File: src/rtl/branch_predict_resolve_if.sv
// Bundle between the IF PC mux / EX/MEM register (master) and the branch
// predict/resolve block (slave).
interface branch_predict_resolve_if #(
  parameter int ADDR_W = 32
);
  logic [ADDR_W-1:0] If_pc;
  logic              Pred_taken;
  logic [ADDR_W-1:0] Pred_target;
  logic              Exmem_valid;
  logic              Exmem_branch;
  logic [2:0]        Exmem_condition;
  logic [ADDR_W-1:0] Exmem_pc;
  logic [ADDR_W-1:0] Exmem_pc_4;
  logic [ADDR_W-1:0] Exmem_target;
  logic              Exmem_lf;
  logic              Exmem_zf;
  logic              Exmem_pred_taken;
  logic [ADDR_W-1:0] Exmem_pred_target;
  logic [ADDR_W-1:0] Final_target;
  logic              Redirect;
  logic [ADDR_W-1:0] Redirect_pc;
  logic [31:0]       Branch_count;
  logic [31:0]       Mispredict_count;

  modport master (
    output If_pc, Exmem_valid, Exmem_branch, Exmem_condition, Exmem_pc,
           Exmem_pc_4, Exmem_target, Exmem_lf, Exmem_zf, Exmem_pred_taken,
           Exmem_pred_target,
    input  Pred_taken, Pred_target, Final_target, Redirect, Redirect_pc,
           Branch_count, Mispredict_count
  );

  modport slave (
    input  If_pc, Exmem_valid, Exmem_branch, Exmem_condition, Exmem_pc,
           Exmem_pc_4, Exmem_target, Exmem_lf, Exmem_zf, Exmem_pred_taken,
           Exmem_pred_target,
    output Pred_taken, Pred_target, Final_target, Redirect, Redirect_pc,
           Branch_count, Mispredict_count
  );
endinterface

File: src/rtl/branch_predict_resolve.sv
// EX/MEM branch resolution with an IF-stage BTB of saturating counters,
// mispredict redirect and saturating branch/mispredict performance counters.
module branch_predict_resolve #(
  parameter int ADDR_W      = 32,
  parameter int BTB_ENTRIES = 16,
  parameter int IDX_W       = 4,
  parameter int CNT_W       = 2
) (
  input logic                   clk,
  input logic                   rst,
  branch_predict_resolve_if.slave bus
);
  localparam int TAG_W = ADDR_W - IDX_W - 2;

  localparam logic [2:0] COND_ALWAYS = 3'b000;
  localparam logic [2:0] COND_EQ     = 3'b001;
  localparam logic [2:0] COND_NE     = 3'b010;
  localparam logic [2:0] COND_GE     = 3'b011;
  localparam logic [2:0] COND_GT     = 3'b100;
  localparam logic [2:0] COND_LE     = 3'b101;
  localparam logic [2:0] COND_LT     = 3'b110;
  localparam logic [2:0] COND_SKIP   = 3'b111;

  localparam logic [CNT_W-1:0] WEAK_T  = CNT_W'(1) << (CNT_W - 1);
  localparam logic [CNT_W-1:0] WEAK_NT = WEAK_T - CNT_W'(1);
  localparam logic [CNT_W-1:0] CNT_MAX = '1;
  localparam logic [31:0]      PERF_MAX = 32'hFFFF_FFFF;

  logic              btb_valid  [BTB_ENTRIES];
  logic [TAG_W-1:0]  btb_tag    [BTB_ENTRIES];
  logic [ADDR_W-1:0] btb_target [BTB_ENTRIES];
  logic [CNT_W-1:0]  btb_cnt    [BTB_ENTRIES];

  logic [IDX_W-1:0]  lk_idx;
  logic [TAG_W-1:0]  lk_tag;
  logic              lk_hit;
  logic [IDX_W-1:0]  up_idx;
  logic [TAG_W-1:0]  up_tag;
  logic              up_hit;
  logic              cond_true;
  logic              is_cond_branch;
  logic              taken;
  logic [ADDR_W-1:0] final_target;
  logic [ADDR_W-1:0] pred_next;
  logic              redirect;
  logic              update_en;
  logic [31:0]       branch_cnt;
  logic [31:0]       mispredict_cnt;
  logic              unused_pc_bits;

  assign unused_pc_bits = ^{bus.If_pc[1:0], bus.Exmem_pc[1:0]};

  // Fetch-side lookup sees the table as it stood before this cycle's update.
  assign lk_idx = bus.If_pc[IDX_W+1:2];
  assign lk_tag = bus.If_pc[ADDR_W-1:IDX_W+2];
  assign lk_hit = btb_valid[lk_idx] && (btb_tag[lk_idx] == lk_tag);

  assign bus.Pred_taken  = lk_hit && btb_cnt[lk_idx][CNT_W-1];
  assign bus.Pred_target = bus.Pred_taken ? btb_target[lk_idx]
                                          : bus.If_pc + ADDR_W'(4);

  assign up_idx = bus.Exmem_pc[IDX_W+1:2];
  assign up_tag = bus.Exmem_pc[ADDR_W-1:IDX_W+2];
  assign up_hit = btb_valid[up_idx] && (btb_tag[up_idx] == up_tag);

  always_comb begin
    cond_true = 1'b0;
    case (bus.Exmem_condition)
      COND_ALWAYS: cond_true = 1'b1;
      COND_EQ:     cond_true = bus.Exmem_zf;
      COND_NE:     cond_true = !bus.Exmem_zf;
      COND_GE:     cond_true = !bus.Exmem_lf;
      COND_GT:     cond_true = !bus.Exmem_zf && !bus.Exmem_lf;
      COND_LE:     cond_true = bus.Exmem_zf || bus.Exmem_lf;
      COND_LT:     cond_true = bus.Exmem_lf;
      default:     cond_true = 1'b0;
    endcase
  end

  assign is_cond_branch = bus.Exmem_branch && (bus.Exmem_condition != COND_SKIP);
  assign taken          = is_cond_branch && cond_true;

  always_comb begin
    final_target = bus.Exmem_pc_4;
    if (bus.Exmem_branch) begin
      if (bus.Exmem_condition == COND_SKIP)
        final_target = bus.Exmem_pc_4 + ADDR_W'(4);
      else if (cond_true)
        final_target = bus.Exmem_target;
    end
  end

  assign pred_next = bus.Exmem_pred_taken ? bus.Exmem_pred_target : bus.Exmem_pc_4;
  assign redirect  = bus.Exmem_valid && !rst && (final_target != pred_next);
  assign update_en = bus.Exmem_valid && !rst;

  assign bus.Final_target = final_target;
  assign bus.Redirect     = redirect;
  assign bus.Redirect_pc  = final_target;

  // Valid bits and counters reset; a non-branch hitting an entry is an alias.
  always_ff @(posedge clk) begin
    if (rst) begin
      for (int i = 0; i < BTB_ENTRIES; i++) begin
        btb_valid[i] <= 1'b0;
        btb_cnt[i]   <= WEAK_NT;
      end
    end else if (bus.Exmem_valid) begin
      if (is_cond_branch) begin
        if (up_hit) begin
          if (taken) begin
            if (btb_cnt[up_idx] != CNT_MAX)
              btb_cnt[up_idx] <= btb_cnt[up_idx] + CNT_W'(1);
          end else if (btb_cnt[up_idx] != '0) begin
            btb_cnt[up_idx] <= btb_cnt[up_idx] - CNT_W'(1);
          end
        end else if (taken) begin
          btb_valid[up_idx] <= 1'b1;
          btb_cnt[up_idx]   <= WEAK_T;
        end
      end else if (!bus.Exmem_branch && up_hit) begin
        btb_valid[up_idx] <= 1'b0;
      end
    end
  end

  always_ff @(posedge clk) begin
    if (update_en && taken) begin
      btb_tag[up_idx]    <= up_tag;
      btb_target[up_idx] <= bus.Exmem_target;
    end
  end

  always_ff @(posedge clk) begin
    if (rst) begin
      branch_cnt     <= '0;
      mispredict_cnt <= '0;
    end else begin
      if (bus.Exmem_valid && bus.Exmem_branch && branch_cnt != PERF_MAX)
        branch_cnt <= branch_cnt + 32'd1;
      if (redirect && mispredict_cnt != PERF_MAX)
        mispredict_cnt <= mispredict_cnt + 32'd1;
    end
  end

  assign bus.Branch_count     = branch_cnt;
  assign bus.Mispredict_count = mispredict_cnt;
endmodule

File: src/flat_wrapper.sv
// flat-port wrapper written by rule: the top's interface ports become plain ports
module branch_predict_resolve_flat 
#(
  parameter int ADDR_W      = 32,
  parameter int BTB_ENTRIES = 16,
  parameter int IDX_W       = 4,
  parameter int CNT_W       = 2
)
  (clk, rst, bus_If_pc, bus_Exmem_valid, bus_Exmem_branch, bus_Exmem_condition, bus_Exmem_pc, bus_Exmem_pc_4, bus_Exmem_target, bus_Exmem_lf, bus_Exmem_zf, bus_Exmem_pred_taken, bus_Exmem_pred_target, bus_Pred_taken, bus_Pred_target, bus_Final_target, bus_Redirect, bus_Redirect_pc, bus_Branch_count, bus_Mispredict_count);
  branch_predict_resolve_if #(.ADDR_W(ADDR_W)) bus_i ();
  input logic clk;
  input logic rst;
  input wire logic [$bits(bus_i.If_pc)-1:0] bus_If_pc;
  input wire logic [$bits(bus_i.Exmem_valid)-1:0] bus_Exmem_valid;
  input wire logic [$bits(bus_i.Exmem_branch)-1:0] bus_Exmem_branch;
  input wire logic [$bits(bus_i.Exmem_condition)-1:0] bus_Exmem_condition;
  input wire logic [$bits(bus_i.Exmem_pc)-1:0] bus_Exmem_pc;
  input wire logic [$bits(bus_i.Exmem_pc_4)-1:0] bus_Exmem_pc_4;
  input wire logic [$bits(bus_i.Exmem_target)-1:0] bus_Exmem_target;
  input wire logic [$bits(bus_i.Exmem_lf)-1:0] bus_Exmem_lf;
  input wire logic [$bits(bus_i.Exmem_zf)-1:0] bus_Exmem_zf;
  input wire logic [$bits(bus_i.Exmem_pred_taken)-1:0] bus_Exmem_pred_taken;
  input wire logic [$bits(bus_i.Exmem_pred_target)-1:0] bus_Exmem_pred_target;
  output wire logic [$bits(bus_i.Pred_taken)-1:0] bus_Pred_taken;
  output wire logic [$bits(bus_i.Pred_target)-1:0] bus_Pred_target;
  output wire logic [$bits(bus_i.Final_target)-1:0] bus_Final_target;
  output wire logic [$bits(bus_i.Redirect)-1:0] bus_Redirect;
  output wire logic [$bits(bus_i.Redirect_pc)-1:0] bus_Redirect_pc;
  output wire logic [$bits(bus_i.Branch_count)-1:0] bus_Branch_count;
  output wire logic [$bits(bus_i.Mispredict_count)-1:0] bus_Mispredict_count;
  assign bus_i.If_pc = bus_If_pc;
  assign bus_i.Exmem_valid = bus_Exmem_valid;
  assign bus_i.Exmem_branch = bus_Exmem_branch;
  assign bus_i.Exmem_condition = bus_Exmem_condition;
  assign bus_i.Exmem_pc = bus_Exmem_pc;
  assign bus_i.Exmem_pc_4 = bus_Exmem_pc_4;
  assign bus_i.Exmem_target = bus_Exmem_target;
  assign bus_i.Exmem_lf = bus_Exmem_lf;
  assign bus_i.Exmem_zf = bus_Exmem_zf;
  assign bus_i.Exmem_pred_taken = bus_Exmem_pred_taken;
  assign bus_i.Exmem_pred_target = bus_Exmem_pred_target;
  assign bus_Pred_taken = bus_i.Pred_taken;
  assign bus_Pred_target = bus_i.Pred_target;
  assign bus_Final_target = bus_i.Final_target;
  assign bus_Redirect = bus_i.Redirect;
  assign bus_Redirect_pc = bus_i.Redirect_pc;
  assign bus_Branch_count = bus_i.Branch_count;
  assign bus_Mispredict_count = bus_i.Mispredict_count;
  branch_predict_resolve #(.ADDR_W(ADDR_W), .BTB_ENTRIES(BTB_ENTRIES), .IDX_W(IDX_W), .CNT_W(CNT_W)) u_core (.clk(clk), .rst(rst), .bus(bus_i));
endmodule
File: config.mk
export PLATFORM = sky130hd
export DESIGN_NAME = branch_predict_resolve_flat
export DESIGN_NICKNAME = d
export VERILOG_FILES = /design/src/rtl/branch_predict_resolve_if.sv /design/src/rtl/branch_predict_resolve.sv /design/src/flat_wrapper.sv
export SDC_FILE = /design/constraint.sdc
export NUM_CORES = 2
export LEC_CHECK = 0
export BUFFER_PORTS_ARGS = -buffer_cell sky130_fd_sc_hd__buf_2
export CORE_ASPECT_RATIO = 2
export CORE_MARGIN = 2
export CORE_UTILIZATION = 60
export CTS_BUF_LIST = sky130_fd_sc_hd__clkbuf_2 sky130_fd_sc_hd__clkbuf_4 sky130_fd_sc_hd__clkbuf_8
export DETAILED_ROUTE_END_ITERATION = 8
export PLACE_DENSITY = 0.79
export SLEW_MARGIN = 10
export SYNTH_ARGS = -nofsm -noshare
export SYNTH_HDL_FRONTEND = slang
export SYNTH_SLANG_ARGS = --single-unit
File: constraint.sdc
create_clock -name clk -period 7.5 [get_ports clk]
set_input_delay 1.5 -clock clk [delete_from_list [all_inputs] [get_ports clk]]
set_output_delay 1.5 -clock clk [all_outputs]
set_load 0.01 [all_outputs]
==> impl_metrics.yaml <==
outcome:
  status: "finished, final reports clean"
hold_path:
  hold_start: "u_core.bus.Mispredict_count[29]"
  worst_hold_path_type: "flip-flop to flip-flop"
clock_tree:
  cts_buffers: 141
  postCtsHoldBufs: 0
  htreeDepth: 4
  cts_tree: "built"
  clockRootBuffer: "clkbuf_8"
  ctsResizeCount: 0
  post_cts_buffers: 0
  cts.sinks: 1040
  clk_latency_ns: 0.82
  clockBufferDepth: 3
  clk_pin_slew_worst_paths_ns: 0.07
power:
  power.switching_uw: 2820
  peakVddDrop_mv: 0.201
  comb_power_share: 0.096
  power.internal_uw: 9200
  p_seq_frac: 0.532
  leakagePower_uw: 0.0176
  pwr-share-clk: 0.372
  switching_share: 0.235
  power_density_nw_per_um2: 222
timing:
  tightest_slew_ns: 1.19
  max_slew_margin: 0.205
  final-hold-violation-count: 0
  min_period_ns: 7.10
  fmax_mhz: 141
  finalSetupViolations: 0
  rsz0062_at_grt: "false"
  fin_setup_tns_ns: 0
  drv_slew: 0
  fin_worst_skew_ns: 0.0228
  fin_ws_ns: 0.396
  fin_crit_sh: 0.947
die:
  initial_core_util: 0.603
  die-area_um2: 82800
  die_h_um: 405
  io_pins: 332
  rows: 147
  die_x_um: 205
  coreArea_um2: 80000
logic_synthesis:
  yosysWarnings: 0
  synth.area.top_cells: "edfxtp_1 (61%), mux4_2 (20%), dfxtp_1 (2.7%)"
  synth_cell_type_count: 80
  synthCells: 2845
  synth_edf_count: 976
  ys_ff_latch: 1040
  yosys.area.top_type_share: 0.607
  ys_seq_area_frac: 0.634
  synth_compound_area_frac: 0.0381
  synth_top_family_by_area: "multiplexers"
  synthSimpleGateAreaFrac: 0.0677
  synth_area_um2: 48200
  ys.flop_type: "edfxtp_1"
  synthAdderAreaFrac: 0.00104
  ys_async_sr_fraction: 0
  synth.area.mux_share: 0.212
  synth_xor_area_frac: 0.0241
  syn_nets: 3019
  synth_top_area_cell: "edfxtp_1"
  syn_area_per_cell_um2: 17.0
setup_path:
  critPathCaptureType: "output port"
  critPathLaunchType: "input port"
  regToRegStartpoint: "u_core.btb_tag[7][6]"
  cp-startpoint: "bus_Exmem_pc_4[2]"
  arrival_ns: 5.60
  path_class: "input port to output port"
  required_ns: 6.00
  path_max_fanout: 10
route:
  vias: 30200
  drt_iter0_markers: 3430
  ant_nets: 0
  post_drt_wl_per_cell_um: 32.0
  drc: 0
  avgViaCountPerCell: 6.95
  first_pass_iters: 6
  routed_wl_um: 139000
final_layout:
  syn2layout_area_growth_pct: 12.4
  final_common_cell: "edfxtp_1"
  drive_gt1_frac: 0.340
  fillers: 5129
  layout_common_cells: "edfxtp_1 (976), mux4_2 (434), buf_2 (323)"
  final_util: 0.678
  nets: 3368
global_routing:
  grt_start_max_net_pins: 76
  antenna_found_initial: 11
  grt_pass1_vias: 31300
  overflow: 0
  grt_pass1_wl_um: 203000
  grt_util_all_layers: 0.345
place:
  dpl_worst_slack_ns: 0.550
  io_buffer_count: 329
  place_congestion: 0.985
  hpwl_um: 89900
run:
  cap_violations: 0
## power by group through the flow
stage,sequential (uW),clock [uW],combinational [uW]
floorplan,6520,0,689
global placement,6510,0,1110
detailed placement,6520,0,1130
CTS,6400,4520,1140
global route,6400,4740,1200
finish,6400,4480,1150
## layout make-up
type / count / area (um^2) / share of cell area
timing repair buffer: 423 / 2610 / 0.0482
antenna: 7 / 17.5 / 0.000323
clock buffer: 180 / 2250 / 0.0414
sequential: 1040 / 30600 / 0.564
tap: 1043 / 1310 / 0.0241
inverter: 33 / 124 / 0.00228
multi-input combinational: 1555 / 16700 / 0.308
clock inverter: 70 / 633 / 0.0117
## cells by family (layout without fill, tap and decap cells)
kind of cell,count (synthesis),count (layout)
flops,1040,1040
simple gates,666,666
mux,478,478
compound gates,274,274
buf+inv,250,706
xor+xnor,133,133
fa+ha+maj,4,4
other cells,0,7
## final timing paths
check / end / slack, ns / cells after the start
max reg2reg: u_core.btb_cnt[7][0] / 2.81 / 11
min: u_core.bus.Mispredict_count[29] / 0.49 / 2
max: bus_Redirect / 0.40 / 13
min reg2reg: u_core.bus.Mispredict_count[29] / 0.49 / 2
## routing by layer
metal	wire length (um)	share of wire	track usage
met2	71400	0.51	0.588
met3	14500	0.10	0.0807
met4	9470	0.068	0.210
met1	44000	0.32	0.394
met5	41	0.00029	0
## state kept, by name (all words and copies together) (netlist names)
name	flops
u_core.btb_cnt	32
u_core.btb_tag	416
u_core.btb_target	512
u_core.btb_valid	16
u_core.bus.Branch_count	32
u_core.bus.Mispredict_count	32
## worst max-delay path, cell delays in order
cell and delay, ns:
buf_2 0.22, ha_1 0.28, nand4_1 0.19, or4_1 0.61, nor3_1 0.47, mux2i_1 0.26
a221o_1 0.24, nand3_1 0.29, or4_1 0.50, or4_4 0.58, o21ai_4 0.25, inv_2 0.06
buf_2 0.14
## through the flow
| step | cell area [um^2] | hold WS, ns | std cells | total power (uW) |
|---|---|---|---|---|
| finish | 54200 | 0.494 | 4351 | 12000 |
| floorplan | 48200 | 0.504 | 2845 | 7210 |
| CTS | 54200 | 0.494 | 4344 | 12100 |
| global route | 54200 | 0.538 | 4350 | 12300 |
| global placement | 51300 | 0.475 | 4094 | 7620 |
| detailed placement | 51300 | 0.482 | 4094 | 7660 |
## synthesized netlist by cell type, types with 9 or more instances
| library cell | number |
|---|---|
| buf_4 | 35 |
| a211oi_1 | 13 |
| or4_1 | 27 |
| mux4_2 | 434 |
| mux2i_1 | 29 |
| nand4_1 | 42 |
| nand2b_1 | 10 |
| clkbuf_1 | 120 |
| and2_1 | 24 |
| or3_1 | 20 |
| dfxtp_1 | 64 |
| and3_1 | 25 |
| edfxtp_1 | 976 |
| nand3_1 | 78 |
| o22ai_1 | 13 |
| xnor2_1 | 82 |
| nor2_1 | 150 |
| buf_2 | 16 |
| inv_1 | 31 |
| nor4_1 | 19 |
| xor2_1 | 51 |
| a31oi_1 | 9 |
| nor3_1 | 38 |
| buf_1 | 44 |
| o21ai_0 | 60 |
| nor2b_1 | 20 |
| a21boi_0 | 18 |
| o31ai_1 | 21 |
| a21oi_1 | 60 |
| nand2_1 | 188 |
Power figures use the tool's default switching activity.
